## config.mk

```make
export PLATFORM = sky130hd
export DESIGN_NAME = increment_count
export DESIGN_NICKNAME = d
export VERILOG_FILES = /design/src/rtl/increment_count_rise_detect.sv /design/src/rtl/increment_count.sv
export SDC_FILE = /design/constraint.sdc
export NUM_CORES = 1
export LEC_CHECK = 0
export ABC_AREA = 1
export CAP_MARGIN = 20
export CORE_AREA = 2 2 39 41
export CTS_CLUSTER_DIAMETER = 120
export DETAILED_ROUTE_END_ITERATION = 16
export DIE_AREA = 0 0 41 43
export PLACE_DENSITY = 0.49
export RECOVER_POWER = 50
export REMOVE_ABC_BUFFERS = 1
export SYNTH_ARGS = -nofsm -noshare
export SYNTH_HDL_FRONTEND = slang
export SYNTH_SLANG_ARGS = --single-unit
```

## constraint.sdc

```tcl
create_clock -name clk -period 1.5 [get_ports clk]
set_input_delay 0.3 -clock clk [delete_from_list [all_inputs] [get_ports clk]]
set_output_delay 0.3 -clock clk [all_outputs]
set_load 0.03 [all_outputs]
```

## src/rtl/increment_count_rise_detect.sv

```systemverilog
// Rising-edge qualifier for the count enable: registers en and flags the
// first cycle it is seen high. Same clock/reset pair as the counter.
module rise_detect (
    input  logic clk,
    input  logic rst,
    input  logic en,
    output logic rise
);

    logic en_q;

    always_ff @(posedge clk or negedge rst) begin
        if (!rst) begin
            en_q <= 1'b0;
        end else begin
            en_q <= en;
        end
    end

    assign rise = en & ~en_q;

endmodule

```

## src/rtl/increment_count.sv

```systemverilog
// Up-counter 0..MAX with clear, clamped load, wrap-or-saturate, optional
// rising-edge enable, terminal-count flag, wrap pulse and sticky overflow.
module increment_count #(
    parameter int WIDTH    = 3,
    parameter int MAX      = 2**WIDTH - 1,
    parameter int SATURATE = 0,
    parameter int EDGE_EN  = 0
) (
    input  logic             clk,
    input  logic             rst,
    input  logic             en,
    input  logic             clr,
    input  logic             load,
    input  logic [WIDTH-1:0] load_val,
    output logic [WIDTH-1:0] count,
    output logic             tc,
    output logic             wrap,
    output logic             ovf
);

    localparam logic [WIDTH-1:0] MAX_V = WIDTH'(MAX);

    logic             inc;
    logic [WIDTH-1:0] load_clamped;

    generate
        if (EDGE_EN != 0) begin : g_edge
            rise_detect u_rise_detect (
                .clk  (clk),
                .rst  (rst),
                .en   (en),
                .rise (inc)
            );
        end else begin : g_level
            assign inc = en;
        end
    endgenerate

    // Loads above MAX are clamped so the count never leaves 0..MAX.
    assign load_clamped = (load_val > MAX_V) ? MAX_V : load_val;
    assign tc           = (count == MAX_V);

    always_ff @(posedge clk or negedge rst) begin
        if (!rst) begin
            count <= '0;
            wrap  <= 1'b0;
            ovf   <= 1'b0;
        end else if (clr) begin
            count <= '0;
            wrap  <= 1'b0;
            ovf   <= 1'b0;
        end else if (load) begin
            count <= load_clamped;
            wrap  <= 1'b0;
        end else if (inc) begin
            if (count != MAX_V) begin
                count <= count + 1'b1;
                wrap  <= 1'b0;
            end else begin
                ovf <= 1'b1;
                if (SATURATE != 0) begin
                    wrap <= 1'b0;
                end else begin
                    count <= '0;
                    wrap  <= 1'b1;
                end
            end
        end else begin
            wrap <= 1'b0;
        end
    end

endmodule

```

==> summary.md, run 1 <==
| Metric | Value |
|---|---|
| Final Util | 34.2% |
| CTS tree | built |
| Critical Path End Type | primary output |
| Max_cap viols | 0 |
| Power share of the sequential group | 37.4% |
| VDD IR max | 0.266 mV |
| Initial antenna violation count | 0 |
| Final hold slack | 0.359 ns |
| Total power | 396 µW |
| Slowest stage cell on the critical path | dfrtp_1 |
| Wirelength per Cell | 8.79 µm |
| RSZ-0062 raised after global routing | false |
| Nature of the critical path startpoint | flip-flop |
| Worst-Skew Late Latency | 0.24 ns |
| Reg2reg path depth | 5 |
| Top delay family on crit path | adder cells |
| CTS root buffer | clkbuf_4 |
| Total clock sinks | 5 |
| Final ANT Viol Nets | 0 |
| Clk buf depth | 2 |
| Worst R2R End | count[2] |
| Global route overflow | 0 |
| Final wirelength | 615 µm |
| Crit path cell chain | ha_1 -> ha_1 -> buf_6 |
| Internal | 292 µW |
| Area of the multi-input gates | 120 µm² |
| Yosys cell types | 12 |
| Die H | 43 µm |
| # hold bufs at CTS | 0 |
| Initial Util | 19.6% |
| Final period util | 96.2% |
| First-pass GRT wire length | 1.04 mm |
| Worst hold path type | input port to async pin |
| Post-synthesis sequential area ratio | 46.1% |
| Final setup vio count | 0 |
| Std-Cell Core Area | 0.00138 mm² |
| I/O pin cnt | 14 |
| Residual DRC count | 0 |
| Crit Path Max Fanout | 2 |
| Combinational power share | 24.7% |
| Drt first pass iters | 1 |
| Port Buf Inserts | 13 |
| Die area | 0.00176 mm² |
| FF+latch count, synth | 5 |
| Switch Pwr | 104 µW |
| Largest net degree at the start of global routing | 8 |
| Syn Std Cell Area | 272 µm² |
| Final Wtd Congestion | 0.667 |
| Global Route Usage Sum | 9.38% |
| Yosys warnings | 0 |
| Via/cell ratio | 3.90 |
| Final Instance Count excl. Fillers | 70 |
| Dominant synthesized flop cell | dfrtp_1 |
| Worst-Margin Slew | 0.302 ns |
| DIE WIDTH | 41 µm |
| Final instance area | 473 µm² |
| Status | complete, no violations |
| Avg Cell Area, Syn | 8.23 µm² |
| Worst Path Required | 1.20 ns |
| Final slew viol count | 0 |
| Setup Skew | 0.00132 ns |
| Power per cell area | 838 mW/mm² |
| CTS buffer count | 3 |
| Post-synth EDFFs | 0 |
| Fillers | 159 |
| Diode count | 0 |
| Via count | 273 |
| FFs w/ async S/R, synth | 100% |
| Vias in the first global route | 285 |
| Post-DP Area | 452 µm² |
| Post-layout nets | 65 |
| Crit path DAT | 1.14 ns |
| Synth cell count leaders | inv_1 (6), nand2_1 (6), dfrtp_1 (5), nand3_1 (4), a21oi_1 (3) |
| Reg area | 125 µm² |
| DRT iter0 DRCs | 0 |
| Clock transition at the registers of the reported paths | 0.04 ns |
| RR Startpoint | count[0] |
| Lkg Pwr | 0.275 nW |
| Detailed Place HPWL | 525 µm |
| Area growth syn-to-layout | 74.2% |
| Row count | 14 |
| Largest cells by area after synthesis | dfrtp_1 (46%), ha_1 (9.2%), inv_1 (8.3%), nand2_1 (8.3%), nand3_1 (7.4%) |
| Clk pwr share | 38.0% |
| Mapped Cells | 33 |
| CP bufs+invs | 1 |
| Final hold viol count | 0 |
| Kind of critical path | flip-flop to primary output |
| Sw Share | 26.3% |
| Dpl cells | 66 |
| Worst slew margin | 79.9% |
| Crit path top cell by count | ha_1 |
| Cell accounting for the most synthesized area | dfrtp_1 |
| CTS H-tree depth | 1 |
| FF-to-FF setup slack | 0.21 ns |
| Share of post-route cells with drive strength above 1 | 20.4% |
| Max frequency | 693 MHz |
| Critical Path Start | count[0] |
| Setup Buffers After CTS | 0 |
| Post-route minimum period | 1.44 ns |
| Top cell type's share of synthesized area | 46.1% |
| Slowest stage delay, CP | 0.37 ns |
timing repair:
| item | 4_1_cts | 5_1_grt |
|---|---|---|
| gates cloned | 0 | 0 |
| resized for setup | 8 | 5 |
| endpoints found under the hold margin | 0 | 0 |
| setup endpoints to repair | 6 | 1 |
| pin swaps | 0 | 0 |
worst max-delay path by stage:
stage | end | cells after the start
finish | tc | 3
global route | tc | 3
CTS | tc | 3
global placement | tc | 3
detailed placement | tc | 3
floorplan | count[2] | 5
final cells by class:
type | instances | area share [%]
Timing Repair Buffer | 17 | 32.8
Tap cell | 16 | 4.23
Clock buffer | 4 | 5.56
Sequential cell | 5 | 26.5
Multi-Input combinational cell | 21 | 25.4
Inverter | 7 | 5.56
power groups by stage:
stage               clock, mW  combinational (mW)  sequential, mW
floorplan                   0              0.0258           0.169
global placement            0               0.107           0.150
detailed placement          0               0.107           0.150
CTS                     0.159               0.101           0.148
global route            0.170               0.110           0.149
finish                  0.150              0.0976           0.148
registers in the layout, indices dropped and copies added, names as in the netlist:
| register | cells |
|---|---|
| ovf | 1 |
| wrap | 1 |
| count | 3 |
cells in the final DEF (no fill, tap or decap), types with 2 or more instances in the layout:
cell type	Yosys	final
a21oi_1	3	3
buf_4	0	3
clkbuf_4	0	4
clkdlybuf4s50_1	0	5
dfrtp_1	5	5
dlygate4sd2_1	0	5
dlygate4sd3_1	0	2
ha_1	2	2
inv_1	6	6
nand2_1	6	6
nand3_1	4	4
or2_1	2	2
per-stage QoR:
step / setup TNS [ns] / worst slack, ns
6_report: 0 / 0.0570
5_1_grt: 0 / 0.00926
4_1_cts: -0.0829 / -0.0829
3_5_place_dp: -0.135 / -0.135
3_3_place_gp: -0.126 / -0.126
2_1_floorplan: 0 / 0.0650
worst register-to-register path, cell delays in order (launching register included):
cell     delay [ns]
dfrtp_1        0.37
ha_1           0.20
ha_1           0.26
or2_1          0.22
nand3_1        0.08
nand2_1        0.06
cell families (layout without fill, tap and decap cells):
| family | Yosys count | count (layout) | synth area share (%) |
|---|---|---|---|
| AND/OR/NAND/NOR | 14 | 14 | 24.9 |
| buffers and inverters | 7 | 28 | 9.68 |
| AO/OA/AOI/OAI | 5 | 5 | 10.1 |
| flip-flops | 5 | 5 | 46.1 |
| adder cells (fa/ha/maj) | 2 | 2 | 9.22 |
metal layers:
layer	vias to the layer above	GRT usage [%]	wire length, µm
li1	145	-	-
met1	118	8.47	242
met2	10	15.3	309
met3	0	6.28	62
met4	0	4.00	0
met5	-	0	0
No activity file was read; power rests on OpenSTA's default activity.
==> inputs of run 2 (changes only) <==
--- a/config.mk
+++ b/config.mk
@@ -11,6 +11,7 @@
 export CTS_CLUSTER_DIAMETER = 120
 export DETAILED_ROUTE_END_ITERATION = 16
 export DIE_AREA = 0 0 41 43
+export GPL_ROUTABILITY_DRIVEN = 0
 export PLACE_DENSITY = 0.49
 export RECOVER_POWER = 50
 export REMOVE_ABC_BUFFERS = 1
==> results of run 2 <==
Final layout, timing and power as in run 1 (identical DEF).
==> inputs of run 3 (changes only) <==
--- a/config.mk
+++ b/config.mk
@@ -15,6 +15,7 @@
 export PLACE_DENSITY = 0.49
 export RECOVER_POWER = 50
 export REMOVE_ABC_BUFFERS = 1
+export SLEW_MARGIN = 20
 export SYNTH_ARGS = -nofsm -noshare
 export SYNTH_HDL_FRONTEND = slang
 export SYNTH_SLANG_ARGS = --single-unit
==> results of run 3 <==
Final layout, timing and power as in run 1 (identical DEF).
